### config.mk
export PLATFORM = sky130hd
export DESIGN_NAME = fetch_ctrl
export DESIGN_NICKNAME = d
export VERILOG_FILES = /design/src/rtl/cpu_pkg.sv /design/src/rtl/branch_lut.sv /design/src/rtl/fetch_ctrl.sv
export SDC_FILE = /design/constraint.sdc
export NUM_CORES = 1
export LEC_CHECK = 0
export ABC_AREA = 1
export BUFFER_PORTS_ARGS = -buffer_cell sky130_fd_sc_hd__buf_2
export CAP_MARGIN = 10
export CORE_UTILIZATION = 57
export CTS_BUF_LIST = sky130_fd_sc_hd__clkbuf_8
export DETAILED_ROUTE_END_ITERATION = 16
export GPL_ROUTABILITY_DRIVEN = 0
export GPL_TIMING_DRIVEN = 1
export PLACE_DENSITY = 0.81
export REMOVE_ABC_BUFFERS = 1
export SKIP_CTS_REPAIR_TIMING = 1
export SYNTH_ARGS = -nofsm -noshare
export SYNTH_HDL_FRONTEND = slang
export SYNTH_SLANG_ARGS = --single-unit
### constraint.sdc
create_clock -name Clk -period 11.6 [get_ports Clk]
set_clock_uncertainty 0.05 [all_clocks]
set_input_delay 1.74 -clock Clk [delete_from_list [all_inputs] [get_ports Clk]]
set_output_delay 1.74 -clock Clk [all_outputs]
set_load 0.005 [all_outputs]
### src/rtl/cpu_pkg.sv
// cpu_pkg: shared types, default widths and ALU opcode constants for the 8-bit datapath
package cpu_pkg;

   typedef enum logic [1:0] {IDLE, RUN, HALTED} state_t;

   localparam int PC_W_DEF   = 10;
   localparam int LUT_AW_DEF = 4;

   localparam logic [2:0] OP_SHIFT    = 3'b001;
   localparam logic [2:0] OP_BNEG     = 3'b010;
   localparam logic [2:0] OP_NOR      = 3'b011;
   localparam logic [2:0] OP_ADD      = 3'b100;
   localparam logic [2:0] OP_ADD_MASK = 3'b100;

   // Masked opcode compare; OP_ADD matches any opcode with the top bit set
   function automatic logic op_match(logic [2:0] op, logic [2:0] pat, logic [2:0] mask);
      return ((op ^ pat) & mask) == 3'b000;
   endfunction

endpackage

### src/rtl/branch_lut.sv
// branch_lut: writable branch/jump target table, async read, sync write, async clear
module branch_lut
   import cpu_pkg::*;
#(
   parameter int PC_W   = PC_W_DEF,
   parameter int LUT_AW = LUT_AW_DEF
) (
   input  logic              clk,
   input  logic              rst,
   input  logic              wr_en,
   input  logic [LUT_AW-1:0] wr_idx,
   input  logic [PC_W-1:0]   wr_data,
   input  logic [LUT_AW-1:0] rd_idx,
   output logic [PC_W-1:0]   rd_data
);

   logic [PC_W-1:0] mem [2**LUT_AW];

   // Table storage; a read in the same cycle as a write sees the old entry
   always_ff @(posedge clk or posedge rst)
      if (rst) mem <= '{default: '0};
      else if (wr_en) mem[wr_idx] <= wr_data;

   assign rd_data = mem[rd_idx];

endmodule

### src/rtl/fetch_ctrl.sv
// fetch_ctrl: program counter and control-flow FSM feeding decode and the ALU
module fetch_ctrl
   import cpu_pkg::*;
#(
   parameter int PC_W   = PC_W_DEF,
   parameter int LUT_AW = LUT_AW_DEF
) (
   input  logic              Clk,
   input  logic              Reset,
   input  logic              Start,
   input  logic              Stall,
   input  logic              Halt_req,
   input  logic              Jump_en,
   input  logic              Branch_en,
   input  logic              Alu_zero,
   input  logic [LUT_AW-1:0] Lut_idx,
   input  logic              Lut_wr_en,
   input  logic [LUT_AW-1:0] Lut_wr_idx,
   input  logic [PC_W-1:0]   Lut_wr_data,
   output logic [PC_W-1:0]   Pc,
   output logic              Pc_valid,
   output logic              Taken,
   output logic              Done
);

   state_t          state, state_nxt;
   logic [PC_W-1:0] pc_nxt, target;
   logic            taken_nxt;

   branch_lut #(.PC_W(PC_W), .LUT_AW(LUT_AW)) u_lut (
      .clk     (Clk),
      .rst     (Reset),
      .wr_en   (Lut_wr_en),
      .wr_idx  (Lut_wr_idx),
      .wr_data (Lut_wr_data),
      .rd_idx  (Lut_idx),
      .rd_data (target)
   );

   // State, PC and registered status flags
   always_ff @(posedge Clk or posedge Reset)
      if (Reset) begin
         state <= IDLE;
         Pc    <= '0;
         Taken <= 1'b0;
         Done  <= 1'b0;
      end else begin
         state <= state_nxt;
         Pc    <= pc_nxt;
         Taken <= taken_nxt;
         Done  <= state_nxt == HALTED;
      end

   // Next state and PC: Start overrides everything, then stall, halt, jump, taken branch, increment
   always_comb begin
      state_nxt = state;
      pc_nxt    = Pc;
      taken_nxt = 1'b0;
      if (Start) begin
         state_nxt = RUN;
         pc_nxt    = '0;
      end else if (state == RUN && !Stall) begin
         if (Halt_req) state_nxt = HALTED;
         else if (Jump_en || (Branch_en && Alu_zero)) begin
            pc_nxt    = target;
            taken_nxt = 1'b1;
         end else pc_nxt = Pc + 1'b1;
      end
   end

   // Address is consumable only while running and not frozen
   always_comb Pc_valid = state == RUN && !Stall;

endmodule

Word-level counts from Yosys, hierarchy flattened. Index checks and enable logic that the tools add are counted.

Logic and storage cells: 53. Register bits after elaboration: 174. Bits of input ports: 27. Output and inout port bits: 13.

Bitwise logic cells: 2. Reduce and logical (&&, ||, !) cells: 7. $add $sub $neg: 1. Equality and inequality tests: 3. Muxes and demuxes: 17. Order comparisons: 3.

Operators by type and width (number): $bwmux 160 (1); $mux 10 (7); $bmux 10 s4 (1); $demux 10 s4 (1); $add 10x1->10 const B (1); $ge 5x5->1 const B (2); $not 4->5 (2); $mux 2 (3); $lt 5x1->1 const B (1); $mux 1 (4); $logic_and 1x1->1 (3); $eq 2x1->1 const B (1); $eq 2x2->1 const B (1); $ne 2x2->1 const B (1); $reduce_and 2->1 (1); $reduce_bool 2->1 (1); $logic_not 1->1 (1); $logic_or 1x1->1 (1).

Longest topological paths before layout.
Depth in word-level cells: 8. Mapped depth: 12. Mapped depth without buffers: 11.

Hierarchy. Synthesis repeated with hierarchy kept, for this count alone.

Cells, all modules: 1191. Area, all modules: 8798.4 um2.

By module, submodules not included: branch_lut (cells each 1056, area an instance 7883.8 um2, seq. area each 4003.8 um2, instances 1); fetch_ctrl (cells each 135, area an instance 914.6 um2, seq. area each 350.3 um2, instances 1).

Worst setup path before layout. No wires, ideal clock.

Path kind: input to output. Start: in Stall. End: out Pc_valid. Buffers on the path: 0. Setup slack: 7.867 ns. Data required time: 9.810 ns. Arrival time: 1.943 ns. Stages on the path: 3. Cells stage by stage: inv_1 > nand3_1 > inv_1.

Cells in the longest elaborated chain, start to end: 2.

RTL lines: start: declaration (RTL line fetch_ctrl.sv:11) `input logic Stall,`; $logic_not 1->1 (RTL line fetch_ctrl.sv:72) `always_comb Pc_valid = state == RUN && !Stall;`; $logic_and 1x1->1 (RTL line fetch_ctrl.sv:72); end: declaration (RTL line fetch_ctrl.sv:21) `output logic Pc_valid,`.

No other way between the ends.

Worst setup path after layout. Ends and elaborated chain as after synthesis.

==> reports/results.ini <==
[floorplanning]
die_width_um=122
core_area_sq_um=14000
rows=43
io_pins=40
die_height_um=122
die-area_sq_um=14900
initial_core_util=0.589

[routing]
highest_layer=met4
wl_met3_um=1540
drtAntennaViolNets=0
wl_per_cell_um=15.9
drc=0
first_pass_iters=6
drtIter0Drc=827
routed_via_density=5.58
num_vias=6936
wl_um=19800
route.met2.wl_um=8990
wl_met1_um=8500

[worst_setup_path]
crit_required_ns=9.81
cp.arrival_ns=2.16
critPathLaunchType=input port
crit_path_max_fanout=2
crit_buf_inv=4
cp_slowest_cell=buf_2
critPathCaptureType=primary output
crit_type=input port to primary output
cp_top_family=buffers and inverters
crit_chain=buf_2, inv_1, nand3_1, inv_1, buf_2
critPathMaxStageDelay_ns=0.10

[hold_path]
hold_class=flop to flop

[global_route]
grt_usage=0.288
antenna_found_initial=0
first_global_vias=6359
overflow=0
grt_pass1_wl_um=32300
grt_max_degree=96

[power]
cellLeakagePower_uw=0.00431
swShare=0.286
switching_power_uw=422
power.total_uw=1470
pwr-share-comb=0.167
peakVddDrop_mv=0.0863
clkPwrFrac=0.299
p_seq_frac=0.535
cellPowerDensity_nw_per_um2=167
internal_power_uw=1050

[cells_and_area]
syn2layout_area_growth_pct=7.14
n_antenna_cell=0
fin_nets=1078
drive_gt1_frac=0.0753
fin_util=0.631
fin_area_sq_um=8820
fill_cells=1222

[logic_synthesis]
ys_seq_elements=174
post_synth_num_cell_types=24
postSynthCellCount=1056
yosys_warnings=0
avgSynthCellArea_sq_um=7.80
synthesis.area_sq_um=8230
synth-seq-area-share=0.529

[sta]
fin_crit_sh=0.340
finalMaxSlewViolations=0
hold-worst-slack_ns=0.435
finalSetupViolCount=0
tightestPinTransition_ns=1.06
finalCriticalPeriod_ns=3.95
tns_ns=0
hold_viol=0
fmax_mhz=253
rsz0062_at_grt=false
maxSlewHeadroom=0.291

[job]
cap_violations=0

[clocking]
clk_pin_slew_ns=0.08
root_buffer=clkbuf_8
cts_sinks=174
clkLatencyLatePin_ns=0.47
cts_tree=yes
cts_buffer_depth=2
cts_htree_levels=4
cts-buffers-inserted=17

[place]
hpwl_um=12200
portBuffers=39
placed_cell_area_sq_um=8410

[status]
status=finished clean

[layer usage]
metal / vias up / GRT usage
li1: 3387 / -
met1: 3213 / 0.394
met2: 280 / 0.440
met3: 56 / 0.0571
met4: 0 / 0.138
met5: - / 0
[registers in the layout, indices dropped and copies added (netlist names)]
signal / flops
Done: 1
u_lut.mem: 160
Taken: 1
Pc: 10
state: 2
[cell type report]
class                   count  area (sq um)  share of cell area
flip-flops and latches    174          4350               0.494
multi-input cells         710          3180               0.361
inverters                  98           373              0.0423
clock buffers              21           289              0.0328
repair buffers             49           270              0.0306
well taps                 180           225              0.0255
clock inverters            11           125              0.0142
[worst min-delay path, stage by stage, from the launching register on]
cell and delay (ns):
dfrtp_1 0.35, nand2_1 0.05, o21ai_0 0.06
[stage by stage]
| stage | std cells | setup WS, ns |
|---|---|---|
| finish | 1243 | 7.65 |
| detailed placement | 1211 | 7.65 |
| CTS | 1243 | 7.65 |
| global placement | 1211 | 7.66 |
| global route | 1243 | 7.60 |
| floorplan | 982 | 5.09 |
[kinds of logic (layout without fill, tap and decap cells)]
group | after synthesis | in the layout | synth area share
AOI/OAI and AO/OA | 258 | 258 | 0.161
and+or+nand+nor | 447 | 447 | 0.220
adders and majority gates | 1 | 1 | 0.00152
buffers and inverters | 172 | 179 | 0.0843
xor gates and xnor gates | 4 | 4 | 0.00426
DFF | 174 | 174 | 0.529
[cell usage after synthesis]
cell type | instances | area share
nand3_1 | 95 | 0.058
or2_2 | 1 | 0.00076
nor2_1 | 88 | 0.040
ha_1 | 1 | 0.0015
nor3_2 | 1 | 0.0012
o21ai_1 | 21 | 0.013
buf_2 | 27 | 0.016
o21ai_0 | 174 | 0.11
nand2_1 | 258 | 0.12
o211ai_1 | 12 | 0.011
xor2_1 | 3 | 0.0032
nor3_1 | 2 | 0.0012
clkinv_1 | 2 | 0.00091
nand4_1 | 2 | 0.0015
a21boi_0 | 1 | 0.00091
clkbuf_1 | 43 | 0.020
buf_1 | 1 | 0.00046
a21oi_1 | 50 | 0.030
buf_4 | 2 | 0.0018
buf_6 | 1 | 0.0014
xnor2_1 | 1 | 0.0011
dfrtp_1 | 174 | 0.53
inv_1 | 94 | 0.043
inv_2 | 2 | 0.00091
[final timing paths]
| check | from | end | slack, ns | cells past startpoint |
|---|---|---|---|---|
| min in group asynchronous | Reset | u_lut.mem[155] | 1.40 | 2 |
| setup reg to reg | state[1] | Pc[0] | 9.78 | 9 |
| hold reg to reg | u_lut.mem[111] | u_lut.mem[111] | 0.43 | 2 |
| hold / removal | u_lut.mem[111] | u_lut.mem[111] | 0.43 | 2 |
| max in group asynchronous | Reset | u_lut.mem[90] | 8.59 | 3 |
| setup / recovery | Stall | Pc_valid | 7.65 | 5 |
[power by group through the flow]
stage | registers, uW | clock network, uW | logic [uW]
after detailed placement | 797 | 0 | 245
final | 787 | 440 | 246
after global placement | 792 | 0 | 235
after global routing | 800 | 466 | 290
after floorplan | 783 | 0 | 177
after CTS | 786 | 444 | 246
[cell usage in the layout (no fill, tap or decap), drive strengths merged]
| cell | instances |
|---|---|
| a21boi | 1 |
| or2 | 1 |
| dfrtp | 174 |
| xnor2 | 1 |
| nor3 | 3 |
| o21ai | 195 |
| clkbuf | 21 |
| clkinvlp | 1 |
| a21oi | 50 |
| nand4 | 2 |
| ha | 1 |
| inv | 102 |
| bufinv | 3 |
| nand2 | 258 |
| xor2 | 3 |
| nor2 | 88 |
| o211ai | 12 |
| clkinv | 3 |
| buf | 49 |
| nand3 | 95 |
Power figures use the tool's default switching activity.
